$ cat src/rtl/spi_ram_slave_param.sv
// SPI slave with an integrated single-port RAM. Frames carry a 2-bit command
// followed by an address or data payload, MSB first; read data returns on MISO.
module spi_ram_slave_param #(
  parameter int DATA_WIDTH = 8,
  parameter int MEM_DEPTH  = 256,
  parameter int ADDR_WIDTH = 8,
  parameter int AUTO_INC   = 0
) (
  input  logic clk,
  input  logic rst_n,
  input  logic SS_n,
  input  logic MOSI,
  output logic MISO,
  output logic frame_err
);

  localparam int SR_W  = (ADDR_WIDTH > DATA_WIDTH) ? ADDR_WIDTH : DATA_WIDTH;
  localparam int CNT_W = $clog2(SR_W + 2);
  localparam logic [ADDR_WIDTH:0] DEPTH_W  = (ADDR_WIDTH+1)'(MEM_DEPTH);
  localparam logic [ADDR_WIDTH:0] DEPTH_M1 = (ADDR_WIDTH+1)'(MEM_DEPTH - 1);
  localparam logic [CNT_W-1:0] ADDR_LAST = CNT_W'(ADDR_WIDTH - 1);
  localparam logic [CNT_W-1:0] DATA_LAST = CNT_W'(DATA_WIDTH - 1);
  localparam logic [CNT_W-1:0] RD_END    = CNT_W'(DATA_WIDTH);

  typedef enum logic [2:0] {
    IDLE  = 3'd0,
    CMD   = 3'd1,
    WADDR = 3'd2,
    WDATA = 3'd3,
    RADDR = 3'd4,
    RDATA = 3'd5,
    DONE  = 3'd6
  } state_t;

  state_t                  state_q, state_d;
  logic [CNT_W-1:0]        cnt_q, cnt_d;
  logic [SR_W-1:0]         sr_q, sr_d;
  logic [ADDR_WIDTH-1:0]   wr_addr_q, wr_addr_d;
  logic [ADDR_WIDTH-1:0]   rd_addr_q, rd_addr_d;
  logic                    miso_q, miso_d;
  logic                    frame_err_q, frame_err_d;
  logic [SR_W-1:0]         shift_in_s;
  logic [DATA_WIDTH-1:0]   rd_word_s;
  logic                    mem_we_s;
  logic [DATA_WIDTH-1:0]   mem [MEM_DEPTH];

  function automatic logic in_range(input logic [ADDR_WIDTH-1:0] a);
    return ({1'b0, a} < DEPTH_W);
  endfunction

  // Out-of-range addresses also wrap to zero so software can always recover.
  function automatic logic [ADDR_WIDTH-1:0] next_addr(input logic [ADDR_WIDTH-1:0] a);
    if ({1'b0, a} >= DEPTH_M1) begin
      return '0;
    end else begin
      return a + ADDR_WIDTH'(1);
    end
  endfunction

  assign shift_in_s = {sr_q[SR_W-2:0], MOSI};
  assign rd_word_s  = in_range(rd_addr_q) ? mem[rd_addr_q] : '0;
  assign MISO       = miso_q;
  assign frame_err  = frame_err_q;

  // Frame sequencing, payload assembly and address/MISO next-state.
  always_comb begin
    state_d     = state_q;
    cnt_d       = cnt_q;
    sr_d        = sr_q;
    wr_addr_d   = wr_addr_q;
    rd_addr_d   = rd_addr_q;
    miso_d      = 1'b0;
    frame_err_d = 1'b0;
    mem_we_s    = 1'b0;
    case (state_q)
      IDLE: begin
        if (!SS_n) begin
          state_d = CMD;
          sr_d    = shift_in_s;
          cnt_d   = '0;
        end else begin
          state_d = IDLE;
        end
      end
      CMD: begin
        if (SS_n) begin
          state_d     = IDLE;
          frame_err_d = 1'b1;
        end else begin
          cnt_d = '0;
          sr_d  = '0;
          case ({sr_q[0], MOSI})
            2'b00:   state_d = WADDR;
            2'b01:   state_d = WDATA;
            2'b10:   state_d = RADDR;
            2'b11:   state_d = RDATA;
            default: state_d = IDLE;
          endcase
        end
      end
      WADDR, RADDR: begin
        if (SS_n) begin
          state_d     = IDLE;
          frame_err_d = 1'b1;
        end else if (cnt_q == ADDR_LAST) begin
          state_d = DONE;
          if (state_q == WADDR) begin
            wr_addr_d = shift_in_s[ADDR_WIDTH-1:0];
          end else begin
            rd_addr_d = shift_in_s[ADDR_WIDTH-1:0];
          end
        end else begin
          sr_d  = shift_in_s;
          cnt_d = cnt_q + CNT_W'(1);
        end
      end
      WDATA: begin
        if (SS_n) begin
          state_d     = IDLE;
          frame_err_d = 1'b1;
        end else if (cnt_q == DATA_LAST) begin
          state_d  = DONE;
          mem_we_s = in_range(wr_addr_q);
          if (AUTO_INC != 0) begin
            wr_addr_d = next_addr(wr_addr_q);
          end else begin
            wr_addr_d = wr_addr_q;
          end
        end else begin
          sr_d  = shift_in_s;
          cnt_d = cnt_q + CNT_W'(1);
        end
      end
      RDATA: begin
        if (SS_n) begin
          state_d     = IDLE;
          frame_err_d = 1'b1;
        end else if (cnt_q == '0) begin
          // The MSB goes straight to MISO; the rest is held pre-shifted.
          sr_d                   = '0;
          sr_d[DATA_WIDTH-1:0]   = {rd_word_s[DATA_WIDTH-2:0], 1'b0};
          miso_d                 = rd_word_s[DATA_WIDTH-1];
          cnt_d                  = cnt_q + CNT_W'(1);
          if (AUTO_INC != 0) begin
            rd_addr_d = next_addr(rd_addr_q);
          end else begin
            rd_addr_d = rd_addr_q;
          end
        end else if (cnt_q == RD_END) begin
          state_d = DONE;
        end else begin
          miso_d = sr_q[DATA_WIDTH-1];
          sr_d   = {sr_q[SR_W-2:0], 1'b0};
          cnt_d  = cnt_q + CNT_W'(1);
        end
      end
      DONE: begin
        if (SS_n) begin
          state_d = IDLE;
        end else begin
          state_d = DONE;
        end
      end
      default: state_d = IDLE;
    endcase
  end

  // Control and output registers.
  always_ff @(posedge clk or negedge rst_n) begin
    if (!rst_n) begin
      state_q     <= IDLE;
      cnt_q       <= '0;
      sr_q        <= '0;
      wr_addr_q   <= '0;
      rd_addr_q   <= '0;
      miso_q      <= 1'b0;
      frame_err_q <= 1'b0;
    end else begin
      state_q     <= state_d;
      cnt_q       <= cnt_d;
      sr_q        <= sr_d;
      wr_addr_q   <= wr_addr_d;
      rd_addr_q   <= rd_addr_d;
      miso_q      <= miso_d;
      frame_err_q <= frame_err_d;
    end
  end

  // RAM array; contents deliberately survive reset.
  always_ff @(posedge clk) begin
    if (mem_we_s) begin
      mem[wr_addr_q] <= shift_in_s[DATA_WIDTH-1:0];
    end
  end

endmodule

$ cat config.mk
export PLATFORM = sky130hd
export DESIGN_NAME = spi_ram_slave_param
export DESIGN_NICKNAME = d
export VERILOG_FILES = /design/src/rtl/spi_ram_slave_param.sv
export SDC_FILE = /design/constraint.sdc
export NUM_CORES = 2
export LEC_CHECK = 0
export ABC_CLOCK_PERIOD_IN_PS = 4880
export CAP_MARGIN = 5
export CORE_UTILIZATION = 35
export DETAILED_ROUTE_END_ITERATION = 8
export PLACE_DENSITY_LB_ADDON = 0.2
export SLEW_MARGIN = 20
export SYNTH_ARGS = -nofsm -noshare
export SYNTH_HDL_FRONTEND = slang
export SYNTH_SLANG_ARGS = --single-unit
$ cat constraint.sdc
create_clock -name clk -period 4.88 [get_ports clk]
set_input_delay 0.976 -clock clk [delete_from_list [all_inputs] [get_ports clk]]
set_output_delay 0.976 -clock clk [all_outputs]
set_load 0.01 [all_outputs]
=== Word-level counts from Yosys, hierarchy flattened ===
Memories as Yosys holds them, arrays and structs flattened.
Cells that the tools add are included.
Widths: inputs -> output; s select.

* Bitwise gates (word level): 2
* Muxes and demuxes: 36
* Reductions and logical operators: 14
* $add $sub $neg: 1
* Eq/ne operators: 21

{| class="wikitable"
|+ Operator list
! kind !! count
|-
| $mux 8 || 7
|-
| $pmux 8 s4 || 1
|-
| $mux 4 || 6
|-
| $mux 3 || 7
|-
| $pmux 3 s5 || 1
|-
| $mux 1 || 12
|-
| $ne 2x2->1 const B || 6
|-
| $pmux 3 s4 || 1
|-
| $pmux 4 s3 || 1
|-
| $eq 3x3->1 const B || 3
|-
| $ne 3x3->1 const B || 3
|-
| $reduce_and 4->1 || 2
|-
| $reduce_and 7->1 || 1
|-
| $eq 3x2->1 const B || 2
|-
| $reduce_and 6->1 || 1
|-
| $reduce_or 5->1 || 1
|-
| $add 4x1->4 const B || 1
|-
| $eq 2x2->1 const B || 2
|-
| $eq 4x3->1 const B || 1
|-
| $eq 4x4->1 const B || 1
|-
| $logic_not 4->1 || 1
|-
| $reduce_bool 4->1 || 1
|-
| $reduce_or 2->1 || 2
|-
| $eq 3x1->1 const B || 1
|-
| other kinds (8) || 9
|}

* RAM bits: 2048
* Logic and storage cells: 82
* Input port bits: 4
* Memories kept: 1
* Bits in registers: 33

{| class="wikitable"
|+ Memories
! name !! depth !! width !! rd ports !! clocked after memory_dff !! wr ports !! RTL line !! RTL
|-
| mem || 256 || 8 || 1 || 0 || 1 || 45 || <nowiki>logic [DATA_WIDTH-1:0] mem [MEM_DEPTH];</nowiki>
|}

=== Depth between registers and ports, before layout ===
* Depth after elaboration: 6
* Gate-level depth with buffers: 12
* Mapped depth without buffers: 9

=== Worst setup path after synthesis ===
No wires, ideal clock.

* Path type: register to register
* From: register sr_q[6] (netlist name)
* To: register sr_q[6]
* Library setup time: 98 ps
* Clock period less this slack: 4696 ps
* Required time: 4782 ps
* Setup slack: 184 ps
* Path buffers: 0
* Arrival: 4598 ps
* Cell stages (with the launch flop): 5
* Cells stage by stage: dfrtp_1 > mux2i_1 > or3_1 > or4_1 > o211ai_1

{| class="wikitable"
|+ RTL lines
! item !! RTL line !! RTL
|-
| end signal, assigned || 181 || <nowiki>sr_q <= sr_d;</nowiki>
|-
| end, declared || 37 || <nowiki>logic [SR_W-1:0] sr_q, sr_d;</nowiki>
|}

=== Final worst setup path ===
* From: input port SS_n
* To: memory mem[162][1], enable pin

* Cells in the longest elaborated chain, start to end: 4

{| class="wikitable"
|+ RTL lines
! item !! RTL line !! RTL
|-
| start, declared || 11 || <nowiki>input logic SS_n,</nowiki>
|-
| $mux 1 || 118 || <nowiki>if (SS_n) begin</nowiki>
|-
| $mux 1 || 75 || <nowiki>case (state_q)</nowiki>
|-
| $mux 1 || 191 || <nowiki>if (mem_we_s) begin</nowiki>
|-
| $mux 1 (not written as such) || 192 || <nowiki>mem[wr_addr_q] <= shift_in_s[DATA_WIDTH-1:0];</nowiki>
|-
| end, declared || 45 ||
|}

Every way passes these cells.

==> impl_metrics.tcl <==
set metrics [dict create \
    status "completed" \
    ys_types 66 \
    end_kind "flip-flop" \
    syn_inst 4081 \
    clk_pin_slew_worst_paths_ns 0.06 \
    register_area_sq_um 62400 \
    critPathArrivalTime_ns 4.46 \
    peakVddDrop_v 0.000435 \
    clk_path_buf_depth 3 \
    grt_max_degree 168 \
    synth_edf_count 2048 \
    setup_violations 0 \
    min_period_over_period_pct 79.6 \
    std_cell_rows 176 \
    syn-num-nets 4087 \
    fmax_ghz 0.257 \
    ys_seq_area_share_pct 76.5 \
    p_sw_mw 8.61 \
    port_buffers 5 \
    multiInputGateArea_sq_um 17700 \
    crit_buf_inv 3 \
    timing.setup.tns_ns 0 \
    post_cts_resized 0 \
    ys_warn_count 0 \
    hold_viol_final 0 \
    maxCapViolations 0 \
    path_max_fanout 16 \
    leakagePower_nw 29.0 \
    synth-seq-cells 2081 \
    cts_tree "done" \
    relSlewSlack_pct 23.8 \
    htree_num_levels 4 \
    syn2layout_area_growth_pct 16.1 \
    grt_pass1_vias 42300 \
    die_w_um 484 \
    comb_power_share_pct 3.6 \
    critPathTopFamily "simple AND/OR/NAND/NOR gates" \
    rsz0062_at_grt "false" \
    dieHeight_um 484 \
    crit_path_start_kind "primary input" \
    wl_per_cell_um 30.9 \
    final_area_sq_um 94600 \
    slew_viol_final 0 \
    routed-via-count 42200 \
    regToRegSetupSlack_ns 1.11 \
    clockPowerShare_pct 43.4 \
    clock-sinks 2081 \
    holdBufCountCts 0 \
    p_int_mw 30.7 \
    drc 0 \
    gp_congestion 0.823 \
    sw_frac_of_total_pct 21.9 \
    cp_slowest_stage_delay_ns 0.76 \
    drtIter0Drc 5017 \
    die-area_sq_um 235000 \
    hold_class "primary input to asynchronous set/reset pin" \
    insertion_delay_ns 0.87 \
    layout.nets 4461 \
    cp.required_ns 5.46 \
    drive_above_1_share_pct 25.2 \
    worst_slew_pin_slew_ns 1.14 \
    routed_via_density 5.50 \
    track_usage_pct 20.1 \
    clock_skew_ns 0.0599 \
    period_needed_ns 3.89 \
    power_density_nw_per_um2 415 \
    synthFlopType "edfxtp_1" \
    cp_slowest_cell "nor3b_1" \
    grt-ovfl-total 0 \
    ant_nets 0 \
    syn_area_sq_um 81500 \
    initial_core_util_pct 35.3 \
    seq_power_share_pct 53.0 \
    worstSetupPathType "primary input to flip-flop" \
    postLayoutCoreUtil_pct 41.0 \
    cts_root_buf "clkbuf_16" \
    io_pins 6 \
    async_reset_ff_share_pct 1.59 \
    most-common-layout-cells "2048 x edfxtp_1, 385 x mux4_2, 365 x buf_4, 308 x nor2_1, 300 x mux2i_1" \
    power.total_mw 39.3 \
    first_pass_iters 5 \
    placedInstanceArea_sq_um 87200 \
    antenna_found_initial 17 \
    avgSynthCellArea_sq_um 20.0 \
    cts_made_buffers 215 \
    grt_pass1_wl_um 333000 \
    place_hpwl_um 146000 \
    crit_chain "clkdlybuf4s50_1 -> inv_1 -> nand4_1 -> nor3b_1 -> nand2_1 -> nor2_1 -> buf_4" \
    num-fill-cells 20300 \
    core_area_sq_um 231000 \
    layout_commonest_cell "edfxtp_1" \
    cts_setup_buffers 0 \
    wirelength_um 237000 \
]
==> cell type report <==
| cell class | instances | area share [%] |
|---|---|---|
| clock inverters | 149 | 1.91 |
| clock buffers | 252 | 5.88 |
| multi-input cells | 1748 | 18.7 |
| flip-flops and latches | 2081 | 65.9 |
| repair buffers | 398 | 3.53 |
| well taps | 3026 | 4.00 |
| inverters | 11 | 0.0476 |
| diodes | 7 | 0.0185 |
==> sequential cells by signal, summed over array words and instances (netlist names) <==
name / cells
mem: 2048
rd_addr_q: 8
sr_q: 8
wr_addr_q: 8
cnt_q: 4
state_q: 3
MISO: 1
frame_err: 1
==> synthesized netlist by cell type (4+ instances only) <==
cell,instances,area (sq um)
a2111oi_0,13,114
a211oi_1,24,180
a21oi_1,81,405
a221oi_1,9,78.8
a22o_1,5,43.8
a22oi_1,36,270
a311o_1,5,50.1
a31o_2,4,35.0
a31oi_1,13,81.3
and2_1,5,31.3
and3_1,6,37.5
buf_1,10,37.5
buf_2,58,290
buf_4,17,128
buf_6,41,462
buf_8,10,150
clkbuf_1,102,383
dfrtp_1,33,826
edfxtp_1,2048,61500
inv_1,9,33.8
mux2_2,25,282
mux2i_1,300,3000
mux4_2,385,8670
nand2_1,126,473
nand2b_1,6,37.5
nand3_1,55,275
nand4_1,5,31.3
nor2_1,308,1160
nor2b_1,20,125
nor3_1,26,130
nor4_1,7,43.8
o2111ai_1,4,35.0
o211ai_1,7,52.6
o21a_1,6,45.0
o21ai_0,51,255
o221ai_1,70,613
o22a_1,4,35.0
o22ai_1,78,488
o311ai_0,6,52.6
o31ai_1,5,37.5
o32ai_1,7,61.3
or3_1,9,56.3
==> worst register-to-register path, stage by stage, from the launching register on <==
cell,delay [ns]
dfrtp_4,0.77
buf_4,0.47
buf_4,0.42
mux4_2,0.30
mux2i_1,0.16
a2111oi_0,0.98
nand3_1,0.19
a31o_2,0.27
a31oi_1,0.13
==> stage by stage <==
stage	setup slack, ns	cells	hold slack (ns)
6_report	0.994	7672	0.231
2_1_floorplan	0.184	4081	0.532
3_5_place_dp	0.0234	7264	0.582
3_3_place_gp	0.0650	7264	0.577
5_1_grt	0.905	7666	0.244
4_1_cts	0.955	7665	0.191
==> worst paths after layout <==
kind                                                from                  endpoint  cells after the start
worst max-delay path                                SS_n     mem[162][1]$_DFFE_PP_                      7
worst min-delay path                               rst_n  rd_addr_q[0]$_DFFE_PN0P_                      1
worst max register to register  rd_addr_q[1]$_DFFE_PN0P_       sr_q[2]$_DFFE_PN0P_                      8
worst min register to register       sr_q[7]$_DFFE_PN0P_       sr_q[7]$_DFFE_PN0P_                      2
max in group asynchronous                          rst_n  rd_addr_q[4]$_DFFE_PN0P_                      1
min in group clk                     sr_q[7]$_DFFE_PN0P_       sr_q[7]$_DFFE_PN0P_                      2
==> power groups by stage <==
stage	Sequential, mW	Combinational [mW]	Clock, mW
global route	20.8	1.52	18.0
finish	20.8	1.43	17.1
global placement	21.2	1.44	0
detailed placement	21.2	1.47	0
floorplan	21.5	0.254	0
CTS	20.8	1.46	17.4
==> metal layers <==
| layer | vias to the layer above | GRT usage [%] | part of all wire [%] |
|---|---|---|---|
| li1 | 17600 | - | - |
| met1 | 22700 | 28.6 | 44 |
| met2 | 1540 | 31.0 | 46 |
| met3 | 312 | 4.10 | 7.0 |
| met4 | 0 | 5.67 | 2.6 |
| met5 | - | 0 | 0 |
==> cell families after synthesis <==
logic type | synth area share, %
XOR/XNOR | 0.0108
buffers and inverters | 1.89
flip-flops | 76.5
multiplexers | 14.7
AO/OA/AOI/OAI | 3.81
adder cells (fa/ha/maj) | 0.0307
AND/OR/NAND/NOR | 3.10
No activity file was read; power rests on OpenSTA's default activity.
==> edit: new RTL, config.mk and constraints unchanged <==
The parameter `AUTO_INC` goes from 0 to 1.
--- a/src/rtl/spi_ram_slave_param.sv
+++ b/src/rtl/spi_ram_slave_param.sv
@@ -4,7 +4,7 @@
   parameter int DATA_WIDTH = 8,
   parameter int MEM_DEPTH  = 256,
   parameter int ADDR_WIDTH = 8,
-  parameter int AUTO_INC   = 0
+  parameter int AUTO_INC   = 1
 ) (
   input  logic clk,
   input  logic rst_n,
Check against the original RTL: not settled (the Yosys comparison gave no result); the edit may change what the design does.
==> edit against the unedited design <==
- synthesized area is 0.32% higher
- highest routed layer unchanged
- wire length is 1.6% higher
- setup slack worse by 0.12 ns
- critical path depth is 2 higher
- sequential share of layout area hardly changed
- non-clock buffer count is 13 lower
- die area is 0.32% higher
- cell area hardly changed
- sequential cell count stayed put
Power is not compared: it rests on default switching activity, and its combinational part moved more than twofold at a synthesized area within 25%.
==> edit: results (changes against the unedited design) <==
status: "completed"
rr_startpoint: "rd_addr_q[0]$_DFFE_PN0P_"
worstPathArrival_ns: 4.76  # +0.30 ns
grtUsageMet1_pct: 28.99  # +0.35 points
wl_met2_mm: 114.7  # +4.2%
tightest_slew_ns: 1.137  # -0.006125 ns
synthMuxAreaShare_pct: 15.31  # +0.64 points
whs_ns: 0.2220  # -0.009341 ns
grt_max_degree: 141  # -16%
cts_sinks: 2081  # unchanged
rr_endpoint: "sr_q[6]$_DFFE_PN0P_"
seq_share_pct: 65.94  # about the same
post-place-ws_ns: 0.4604  # +0.4370 ns
clockBufferCount: 268  # +6.3%
gr-usage-all-layers_pct: 20.43  # +0.36 points
rr_worst_depth: 9  # +1
first_global_vias: 42130  # -0.50%
synth-edff-count: 2048  # unchanged
r2r_slack_ns: 0.87  # -0.24 ns
synth_commonest_cells: "2048 x edfxtp_1, 435 x mux4_2, 302 x nor2_1"
synth_compound_gate_area_share_pct: 3.332  # -0.48 points
inverters: 15  # +4
cts_inserted_buffers: 211  # -1.9%
place_area_sq_um: 87660  # +0.51%
multi_input_area_share_pct: 19.04  # +0.35 points
place_hpwl_mm: 145.5  # about the same
final_cells: 7572  # -1.3%
max_stage_delay_ns: 1.05  # +0.29 ns
wl_met1_mm: 104.2  # +0.17%
diodes: 3  # -4
cp_top_family: "compound AO/OA/AOI/OAI gates"
yosys.area_share.xor_xnor_pct: 0.01071  # -0.000034 points
syn_inst: 3993  # -2.2%
buf_share_pct: 3.646  # +0.11 points
clock_power_share_pct: 29.3
final-clk-cell-share_pct: 7.275  # -0.51 points
grt_pass1_wl_mm: 339.2  # +1.8%
ys_types: 71  # +7.6%
fin_nets: 4359  # -2.3%
wirelength_mm: 240.7  # +1.6%
antenna_found_initial: 12  # -5
met3_usage_pct: 3.021  # -1.1 points
globalRouteMet2Util_pct: 32.64  # +1.6 points
wl_met3_mm: 15.29  # -7.4%
drive_gt1_share_pct: 25.76  # +0.61 points
ys_seq_area_share_pct: 76.25  # -0.24 points
critPathSlowestCell: "dfrtp_4"
dp_cells: 7177  # -1.2%
n_all_buffers: 385  # -3.3%
tap_cells: 3043  # +0.56%
place_congestion: 0.8453  # +2.7%
routed_via_density: 5.528  # +0.58%
drt_iter0_drc: 5008  # -0.18%
multi_input_area_sq_um: 18010  # +1.8%
total_power_w: 0.05517
yosys-top-cells-area: "edfxtp_1 75%, mux4_2 12%, mux2i_1 2.3%"
synthAdderAreaFrac_pct: 0.1071  # +0.076 points
finalClockSkew_ns: 0.04508  # -0.01478 ns
worstPathMaxFanout: 31  # +15
fillers: 20340  # +0.025%
==> edit: cell types whose count changed after synthesis, sizes merged, moves of 7 or more <==
| cell | change |
|---|---|
| o21ai | +15 |
| o221ai | -49 |
| o22ai | -42 |
| a22o | +8 |
| nand3 | -7 |
| a22oi | +14 |
| buf | +14 |
| clkbuf | -12 |
| a221oi | +27 |
| mux2 | -14 |
| mux4 | +78 |
| mux2i | -114 |
==> edit: how the worst max path moves through the flow <==
stage	from	to	slack, ns	depth (start not counted)
after global routing	rd_addr_q[0]$_DFFE_PN0P_	sr_q[6]$_DFFE_PN0P_	0.67	9
after global placement	SS_n	mem[133][2]$_DFFE_PP_	0.43	6
final	rd_addr_q[0]$_DFFE_PN0P_	sr_q[6]$_DFFE_PN0P_	0.87	9
after CTS	rd_addr_q[0]$_DFFE_PN0P_	sr_q[6]$_DFFE_PN0P_	0.89	9
after detailed placement	SS_n	mem[133][0]$_DFFE_PP_	0.46	6
after floorplan	sr_q[0]$_DFFE_PN0P_	mem[0][1]$_DFFE_PP_	0.82	0
